## src/rtl/pwm_capture.sv

```systemverilog
// pwm_capture: recovers signed duty, period and fault status
// from a PWM/direction triple; one publish per PWM period.
module pwm_capture #(
  parameter int TIMEOUT    = 65535,
  parameter int FULL_SCALE = 10000
) (
  input  logic               clk,
  input  logic               rst,
  input  logic               pwm_in,
  input  logic               dir_a_in,
  input  logic               dir_b_in,
  output logic signed [31:0] duty_out,
  output logic        [31:0] period_out,
  output logic               sample_valid,
  output logic               signal_lost,
  output logic               dir_fault
);

  localparam int CW = $clog2(TIMEOUT + 1);
  localparam logic [CW-1:0] TMAX = CW'(TIMEOUT);
  localparam logic [31:0] FS = 32'(FULL_SCALE);

  typedef enum logic [1:0] {
    WAIT_RISE,
    HIGH,
    LOW
  } state_t;

  state_t        state;
  logic [1:0]    pwm_sync;
  logic [1:0]    a_sync;
  logic [1:0]    b_sync;
  logic          pwm_d;
  logic [1:0]    warm;
  logic [1:0]    dir_lat;
  logic [CW-1:0] period_cnt;
  logic [CW-1:0] high_cnt;

  logic       pwm_s;
  logic [1:0] dir_s;
  logic       rise;
  logic       fall;
  logic       tmo;

  assign pwm_s = pwm_sync[1];
  assign dir_s = {a_sync[1], b_sync[1]};
  // Edge detect is held off until pwm_d carries a real sample,
  // so a line already high at reset release is not a rise.
  assign rise  = (warm == 2'd3) && pwm_s && !pwm_d;
  assign fall  = !pwm_s && pwm_d;
  assign tmo   = (period_cnt == TMAX);

  function automatic logic [31:0] signed_mag(
    input logic [1:0]  dir,
    input logic [31:0] mag
  );
    logic [31:0] r;
    r = '0;
    unique case (dir)
      2'b10:   r = mag;
      2'b01:   r = -mag;
      default: r = '0;
    endcase
    return r;
  endfunction

  always_ff @(posedge clk) begin
    if (rst) begin
      pwm_sync <= '0;
      a_sync   <= '0;
      b_sync   <= '0;
      pwm_d    <= 1'b0;
      warm     <= '0;
    end else begin
      pwm_sync <= {pwm_sync[0], pwm_in};
      a_sync   <= {a_sync[0], dir_a_in};
      b_sync   <= {b_sync[0], dir_b_in};
      pwm_d    <= pwm_s;
      if (warm != 2'd3) warm <= warm + 2'd1;
    end
  end

  always_ff @(posedge clk) begin
    if (rst) begin
      state        <= WAIT_RISE;
      period_cnt   <= '0;
      high_cnt     <= '0;
      dir_lat      <= '0;
      duty_out     <= '0;
      period_out   <= '0;
      sample_valid <= 1'b0;
      signal_lost  <= 1'b0;
      dir_fault    <= 1'b0;
    end else begin
      sample_valid <= 1'b0;
      if (!tmo) period_cnt <= period_cnt + 1'b1;
      if (state == HIGH && !fall && high_cnt != TMAX)
        high_cnt <= high_cnt + 1'b1;

      if (rise) begin
        state      <= HIGH;
        period_cnt <= CW'(1);
        high_cnt   <= CW'(1);
        dir_lat    <= dir_s;
        if (state == LOW) begin
          duty_out     <= signed_mag(dir_lat, 32'(high_cnt));
          period_out   <= 32'(period_cnt);
          dir_fault    <= &dir_lat;
          signal_lost  <= 1'b0;
          sample_valid <= 1'b1;
        end
      end else if (tmo) begin
        state        <= WAIT_RISE;
        period_cnt   <= CW'(1);
        duty_out     <= pwm_s ? signed_mag(dir_s, FS) : '0;
        dir_fault    <= pwm_s && (&dir_s);
        period_out   <= '0;
        signal_lost  <= 1'b1;
        sample_valid <= 1'b1;
      end else if (state == HIGH && fall) begin
        state <= LOW;
      end
    end
  end

endmodule

```

## config.mk

```make
export PLATFORM = sky130hd
export DESIGN_NAME = pwm_capture
export DESIGN_NICKNAME = d
export VERILOG_FILES = /design/src/rtl/pwm_capture.sv
export SDC_FILE = /design/constraint.sdc
export NUM_CORES = 1
export LEC_CHECK = 0
export ABC_CLOCK_PERIOD_IN_PS = 7600
export CORE_ASPECT_RATIO = 1.75
export CORE_MARGIN = 2
export CORE_UTILIZATION = 60
export CTS_CLUSTER_DIAMETER = 40
export CTS_CLUSTER_SIZE = 40
export DETAILED_ROUTE_END_ITERATION = 12
export DONT_BUFFER_PORTS = 1
export PLACE_DENSITY = 0.73
export RECOVER_POWER = 100
export SKIP_LAST_GASP = 1
export SYNTH_ARGS = -nofsm -noshare
export SYNTH_HDL_FRONTEND = slang
export SYNTH_SLANG_ARGS = --single-unit
```

## constraint.sdc

```tcl
create_clock -name clk -period 7.6 [get_ports clk]
set_clock_uncertainty 0.2 [all_clocks]
set_input_delay 2.28 -clock clk [delete_from_list [all_inputs] [get_ports clk]]
set_output_delay 2.28 -clock clk [all_outputs]
set_load 0.005 [all_outputs]
```

Word level (Yosys, flattened, before mapping)
Index checks and enable logic that the tools add are counted.

Add/sub/neg operators: 4. Equal/unequal tests: 11. Muxes and demuxes: 25. Reduce and logical (&&, ||, !) cells: 18.

Operator list (number): $mux 32 (7); $pmux 32 s2 (2); $add 16x1->16 const B (2); $neg 16->32 (1); $eq 16x16->1 const B (1); $mux 1 (16); $ne 16x16->1 const B (1); $eq 2x2->1 const B (4); $logic_and 1x1->1 (7); $eq 2x1->1 const B (3); $reduce_and 2->1 (3); $reduce_bool 2->1 (2); $logic_not 1->1 (3); $reduce_bool 3->1 (1); $reduce_or 3->1 (1); $add 2x1->2 const B (1); $ne 2x1->1 const B (1); $ne 2x2->1 const B (1); $reduce_or 2->1 (1).

Bits in registers: 112. Input bits: 5. Output and inout port bits: 67. Word-level logic and storage cells: 75.

Logic depth before layout (Yosys ltp)
Gate-level depths: netlist (run 1).

Word-level depth: 7. Gate-level depth with buffers: 10. Gate-level depth less buffers: 7.

Worst setup path before layout (run 1)
Ideal clock, no wire load.

Path kind: in2reg. Start: input port rst. End: register high_cnt[11]. Setup time: 128 ps. Arrival time: 3013 ps. Data required time: 7272 ps. Slack: 4260 ps. Cell stages on the path: 4. Buffers on the path: 2. Cells stage by stage: nand2b_1 -> clkbuf_1 -> clkbuf_1 -> nor2_1.

Word-level cells in the longest chain between the ends: 1.

RTL lines: from (decl) (RTL line 8) `input logic rst,`; $reduce_or 2->1 (no line); to (signal assigned) (RTL line 98) `high_cnt <= high_cnt + 1'b1;`; to (decl) (RTL line 37) `logic [CW-1:0] high_cnt;`.

No other way between the ends. A chain may end at the register's enable or synchronous reset.

Final worst setup path (run 1)
Start: register warm[0]. End: register duty_out[10].

Word-level cells in the longest chain between the ends: 5. Elaborated cells between the ends (all ways): 7. Those cells by class: eq/ne: 2; mux: 1; reduce/logical: 4.

RTL lines: from (decl) (RTL line 34) `logic [1:0] warm;`; from (signal assigned) (RTL line 79) `if (warm != 2'd3) warm <= warm + 2'd1;`; $eq 2x2->1 * (RTL line 49) `assign rise = (warm == 2'd3) && pwm_s && !pwm_d;`; $logic_and 1x1->1 * (2 in series) (RTL line 49); $ne 2x1->1 (no line) / $reduce_bool 2->1 (equally long branches); $reduce_and 2->1 (no line); to (signal assigned) (RTL line 106) `duty_out <= signed_mag(dir_lat, 32'(high_cnt));`; to (signal assigned) (RTL line 115) `duty_out <= pwm_s ? signed_mag(dir_s, FS) : '0;`; to (decl) (RTL line 12) `output logic signed [31:0] duty_out,`.

Every way passes the cells marked *; elsewhere a longest branch is shown, timed or not.

==> metrics.md, run 1 <==
| Metric | Value |
|---|---|
| DR iter-0 viols | 261 |
| First-pass DRT Iterations | 4 |
| CP Data Arrival Time | 3810 ps |
| Clock power share | 46.2% |
| Clock H-tree levels | 3 |
| Share of the synthesized area in the top cell type | 42.4% |
| Total detailed-routing wirelength | 9520 µm |
| Number of antenna violations at the first check in global routing | 0 |
| Setup repair after global routing missed its margin | false |
| Post-layout min period | 3740 ps |
| Final net count | 525 |
| Quantity of gates resized following cts | 0 |
| Top Family by Delay on Critical Path | buffers and inverters |
| Clock latency of the later-clocked register in the worst-skew pair | 350 ps |
| Initial core utilization | 61.9% |
| TritonCTS clock tree | yes |
| DR vias | 3599 |
| Violated checks | max-capacitance violations, max-slew violations |
| Clock-pin slew reported for the worst setup and hold paths after clock tree synthesis | 70 ps |
| Power per standard cell area | 214 nW/µm² |
| Hold Fails Final Rpt | 0 |
| Cell with the biggest individual delay on the critical path | clkbuf_1 |
| Most area-hungry cell type in the Yosys netlist | dfxtp_1 |
| Portion of the post-synthesis area used by sequential elements | 42.4% |
| Port bufs | 0 |
| Net switching share of the total power | 22.3% |
| Area growth from synthesis to final layout | 3.69% |
| Diode count | 0 |
| Crit share post-route | 49.3% |
| Filler cell count | 650 |
| Layer carrying the most global-route usage | met2 |
| Relative slew slack | -15.1% |
| Combined area of the multi-input logic cells | 2270 µm² |
| Layout cells sized above 1 | 4.47% |
| Number of remaining DRC errors | 0 |
| Biggest area contributors in the synthesized netlist | dfxtp_1 42%, nor2_1 5.4%, nand2_1 4.9% |
| Pleak | 1.70 nW |
| Synth Instances | 537 |
| Clock sinks | 95 |
| Area occupied by registers | 1900 µm² |
| Total clock buffers created by CTS | 9 |
| Run status | finished with violations |
| Number of standard-cell rows in the floorplan | 41 |
| HPWL after detailed placement | 6570 µm |
| NetSw | 222 µW |
| Sum of negative setup slack | 0 ps |
| Data required time of the critical path | 7670 ps |
| Global routing met1 resource utilization | 25.6% |
| Most used flip-flop cell after synthesis | dfxtp_1 |
| Element type at the critical path end | flip-flop |
| Ratio of routed vias to standard cells | 6.00 |
| Maximum number of pins on one net before global-route repair | 69 |
| Number of routed nets with antenna violations | 0 |
| Wire per inst | 15.9 µm |
| Number of enable flip-flop cells after synthesis | 0 |
| Number of ports placed on the die boundary | 72 |
| Maximum achievable frequency | 267 MHz |
| Count of synthesis-stage warnings from yosys | 0 |
| Count of different cell masters after synthesis | 58 |
| Core Footprint | 7230 µm² |
| Critical path depth in cells | 6 |
| Largest stage delay on the critical path | 1240 ps |
| Count of maximum capacitance violations | 1 |
| Number of buffers and inverters on the critical path | 1 |
| Largest fanout on the critical path | 39 |
| Reg-to-reg slack, setup | 3860 ps |
| Die width | 69.3 µm |
| Via count of the first global-routing pass | 3376 |
| Endpoints failing setup | 0 |
| Number of buffers inserted by hold repair at cts | 0 |
| Die area | 8200 µm² |
| Int Power | 773 µW |
| WHS Path Cells | 1 |
| First-pass GRT wire length | 15700 µm |
| End-of-flow core utilization | 64.2% |
| Critical setup path kind | reg -> reg |
| Global-route total usage across every layer | 23.7% |
| Grt met3 use | 4.09% |
| Post-synthesis instance area | 4480 µm² |
| Worst Max-Slew Pin Slew | 1730 ps |
| Combinational power share | 2.7% |
| Synth async-reset ratio | 0% |
| Met2 track demand over resource | 42.1% |
| Final Max Tran Viols | 40 |
| Buffers from clock root to sink, at most | 2 |
| Overflow left after global routing | 0 |
| Final estimated routing congestion in global placement | 0.883 |
| Cell-by-cell trace of the critical path | ha_1 > and3b_1 > o41a_1 > clkbuf_1 > a2111oi_0 > nor3_1 |
| Peak supply drop | 0.000160 V |
| Synthesized flop and latch total | 95 |
| Average cell area after synthesis | 8.34 µm² |
| Setup Buffers After CTS | 0 |
| Path class of the lowest-slack min-delay path | reg -> reg |
| Crit path launch type | flip-flop |
| Root Buffer | clkbuf_16 |
| Vertical die dimension | 118 µm |
| Reg power frac | 51.1% |
| Reg2Reg Depth | 6 |
-- cells in the mapped netlist (all sizes together) (8+ instances only) --
library cell  number
nor2b             12
nand3             32
dfxtp             95
ha                11
clkbuf            31
nor3              20
a211oi            12
nor2              65
a21oi             29
nor4               8
xor2               9
nand3b            14
inv               12
xnor2             20
buf               26
nand2             58
nand4              8
-- layer usage --
| layer | routed length (µm) | vias up |
|---|---|---|
| met1 | 3680 | 1666 |
| met5 | 0 | - |
| met4 | 359 | 0 |
| met2 | 5020 | 116 |
| li1 | - | 1788 |
| met3 | 457 | 29 |
-- cell usage in the layout (no fill, tap or decap), types with 3 or more instances in the layout --
| master | count |
|---|---|
| nand2_1 | 58 |
| inv_6 | 3 |
| nand2b_1 | 3 |
| a311oi_1 | 5 |
| nor2_1 | 65 |
| a21o_1 | 3 |
| clkbuf_16 | 9 |
| inv_1 | 12 |
| o21ai_0 | 5 |
| nand3_1 | 32 |
| dfxtp_1 | 95 |
| and3_1 | 4 |
| nor3_1 | 20 |
| o31ai_1 | 3 |
| conb_1 | 16 |
| nand3b_1 | 14 |
| a211oi_1 | 12 |
| or4_1 | 3 |
| a221oi_1 | 3 |
| a21oi_1 | 29 |
| xor2_1 | 9 |
| nor4_1 | 7 |
| o211ai_1 | 3 |
| nor2b_1 | 12 |
| ha_1 | 11 |
| nand4_1 | 8 |
| xnor2_1 | 20 |
| a31oi_1 | 5 |
-- cell type report --
class / instances / share of cell area [%]
sequential: 95 / 40.9
multi-input combinational: 388 / 48.9
inverter: 12 / 0.970
clock inverter: 7 / 1.67
clock buffer: 9 / 4.85
tap: 86 / 2.32
timing repair buffer: 3 / 0.323
-- cell families (layout without fill, tap and decap cells) --
| family | Yosys count | after routing | synth area share [%] |
|---|---|---|---|
| AO/OA/AOI/OAI | 87 | 87 | 13.3 |
| XOR/XNOR | 29 | 29 | 5.67 |
| adder cells (fa/ha/maj) | 11 | 11 | 3.07 |
| buffers and inverters | 69 | 31 | 7.93 |
| flip-flops | 95 | 95 | 42.4 |
| multiplexers | 1 | 1 | 0.223 |
| other | 1 | 16 | 0.0837 |
| AND/OR/NAND/NOR | 244 | 244 | 27.3 |
-- metrics by stage --
step	total power [mW]	instances	setup WS [ps]	hold WS [ps]	cell area, µm²
global placement	0.543	584	4080	223	4360
detailed placement	0.545	584	4080	224	4360
finish	0.994	600	3860	241	4650
floorplan	0.550	552	4260	214	4540
global route	1.02	600	3580	250	4650
CTS	1.00	600	4330	240	4670
-- worst paths after layout --
| path | startpoint | to |
|---|---|---|
| worst max-delay path | warm[0] | duty_out[10] |
| worst min-delay path | b_sync[0] | b_sync[1] |
| worst max register to register | warm[0] | duty_out[10] |
| worst min register to register | b_sync[0] | b_sync[1] |
-- power groups by stage --
stage / clock network (mW) / registers, mW / logic, mW
CTS: 0.466 / 0.508 / 0.0269
finish: 0.459 / 0.508 / 0.0266
global route: 0.481 / 0.509 / 0.0302
global placement: 0 / 0.519 / 0.0242
detailed placement: 0 / 0.520 / 0.0254
floorplan: 0 / 0.518 / 0.0324
-- flip-flops by register name (all words and copies together) (netlist names) --
name	flops
b_sync	2
dir_lat	2
warm	2
high_cnt	16
pwm_sync	2
dir_fault	1
pwm_d	1
period_cnt	16
sample_valid	1
duty_out	31
period_out	16
a_sync	2
state	2
signal_lost	1
(Power assumes the default switching activity.)
==> inputs of run 2 (changes only) <==
Settings changed: ABC_CLOCK_PERIOD_IN_PS 7600 to 3600.
Clock period 7.6 ns to 3.6 ns, I/O delays scaled along.
==> run 2 against run 1 <==
  * The flow now finishes without violations
  * Cell count up 0.83%
  * Worst hold slack got worse by 1.3 ps
  * Clock power up 120%
  * First-iteration DRC count is 19% higher
  * Flip-flop and latch count unchanged
  * Critical endpoint unchanged
  * Largest cell class unchanged
  * Highest routed layer unchanged
==> metrics.md, run 2 (same netlist as run 1, synthesis figures left out) <==
| Metric | Value |
|---|---|
| Vertical die dimension | 118 µm |
| Global-route total usage across every layer | 23.7% |
| HPWL after detailed placement | 6740 µm |
| Sum of negative setup slack | 0 ps |
| First-pass DRT Iterations | 5 |
| Number of standard-cell rows in the floorplan | 41 |
| Area of placed instances | 4400 µm² |
| Data required time of the critical path | 3610 ps |
| Most frequent cells in the layout | 95 x dfxtp_1, 65 x nor2_1, 58 x nand2_1 |
| Overflow left after global routing | 0 |
| Final net count | 530 |
| Quantity of gates resized following cts | 0 |
| Total clock buffers created by CTS | 9 |
| Path class of the lowest-slack min-delay path | reg -> reg |
| End-of-flow core utilization | 65.3% |
| CP Data Arrival Time | 3190 ps |
| Clock sinks | 95 |
| Element type at the critical path end | flip-flop |
| Ratio of routed vias to standard cells | 6.00 |
| Post-layout min period | 3190 ps |
| Total detailed-routing wirelength | 9540 µm |
| Largest stage delay on the critical path | 760 ps |
| Crit path launch type | flip-flop |
| Hold Fails Final Rpt | 0 |
| DR iter-0 viols | 310 |
| Clock H-tree levels | 3 |
| Number of antenna violations at the first check in global routing | 0 |
| Via count of the first global-routing pass | 3361 |
| Largest fanout on the critical path | 23 |
| Number of ports placed on the die boundary | 72 |
| Initial core utilization | 61.9% |
| First-pass GRT wire length | 15800 µm |
| Number of remaining DRC errors | 0 |
| Maximum number of pins on one net before global-route repair | 69 |
| Critical setup path kind | reg -> reg |
| Number of routed nets with antenna violations | 0 |
| Clock-pin slew reported for the worst setup and hold paths after clock tree synthesis | 70 ps |
| Setup repair after global routing missed its margin | false |
| Maximum achievable frequency | 314 MHz |
| Diode count | 0 |
| Power per standard cell area | 457 nW/µm² |
| Number of buffers and inverters on the critical path | 1 |
| Layout cells sized above 1 | 5.59% |
| Core Footprint | 7230 µm² |
| Top Family by Delay on Critical Path | compound AO/OA/AOI/OAI gates |
| Relative slew slack | 21.2% |
| Clock latency of the later-clocked register in the worst-skew pair | 330 ps |
| Cell-by-cell trace of the critical path | ha_1 > and3b_1 > clkbuf_1 > nand2_1 > o41a_1 > a2111oi_0 > nor3_1 |
| TritonCTS clock tree | yes |
| Port bufs | 0 |
| Crit share post-route | 88.5% |
| Count of maximum capacitance violations | 0 |
| Top reg by flops | duty_out |
| Buffers from clock root to sink, at most | 2 |
| Most common cell after layout, fill and taps aside | dfxtp_1 |
| Pleak | 1.75 nW |
| Die area | 8200 µm² |
| DR vias | 3629 |
| Root Buffer | clkbuf_16 |
| Cell with the biggest individual delay on the critical path | clkbuf_1 |
| Flip-flop count of the largest register after layout | 31 |
| Wire per inst | 15.8 µm |
| Final estimated routing congestion in global placement | 0.915 |
| Peak supply drop | 0.000411 V |
| Number of buffers inserted by hold repair at cts | 0 |
| Worst Max-Slew Pin Slew | 1170 ps |
| Setup Buffers After CTS | 0 |
| Endpoints failing setup | 0 |
| Area growth from synthesis to final layout | 5.36% |
| Cell area after layout | 4720 µm² |
| Run status | complete, no violations |
| Die width | 69.3 µm |
| Final Max Tran Viols | 0 |
## run 2: changes by cell type in the layout (fill, tap and decap cells not counted), sizes merged
| cell | change |
|---|---|
| buf | +6 |
| bufinv | +1 |
| clkbuf | +1 |
| clkinv | -1 |
| clkinvlp | -1 |
| inv | -1 |
## run 2: routing by layer
layer  up-vias  part of all wire, %  GRT usage [%]
li1       1797                    -              -
met1      1700                   39           26.2
met2       106                   52           42.0
met3        26                  4.7           5.54
met4         0                  3.9           11.3
met5         -                    0              0
## run 2: stage by stage
step	total power [mW]	setup WS [ps]	std cells	hold WS, ps
finish	2.16	413	605	239
global route	2.23	127	605	249
CTS	2.17	544	605	238
detailed placement	1.15	561	589	223
global placement	1.15	647	589	219
floorplan	1.16	1120	552	214
## run 2: power by group
group	leakage [nW]	switching [mW]	internal [mW]	total, mW
Clock	0.161	0.395	0.634	1.03
Combinational	0.818	0.0322	0.0220	0.0542
Sequential	0.767	0.00998	1.06	1.07
Total	1.75	0.437	1.72	2.16
## run 2: layout make-up
cell class / count / area, µm²
fillers: 610 / 2510
clock buffers: 11 / 243
repair buffers: 8 / 56.3
inverters: 12 / 45.0
clock inverters: 5 / 86.3
flip-flops and latches: 95 / 1900
multi-input cells: 388 / 2280
well taps: 86 / 108
## run 2: path summary, 6_finish.rpt
| kind | slack (ps) | cells after the start | endpoint | startpoint |
|---|---|---|---|---|
| worst max-delay path | 410 | 7 | duty_out[10] | warm[0] |
| worst min-delay path | 240 | 1 | b_sync[1] | b_sync[0] |
| worst max register to register | 410 | 7 | duty_out[10] | warm[0] |
| worst min register to register | 240 | 1 | b_sync[1] | b_sync[0] |
==> inputs of run 3 (changes only) <==
Settings changed: CTS_CLUSTER_DIAMETER 40 to 30, TNS_END_PERCENT set to 50.
==> results of run 3 <==
No change in the layout: final DEF, timing and power equal those of run 2.
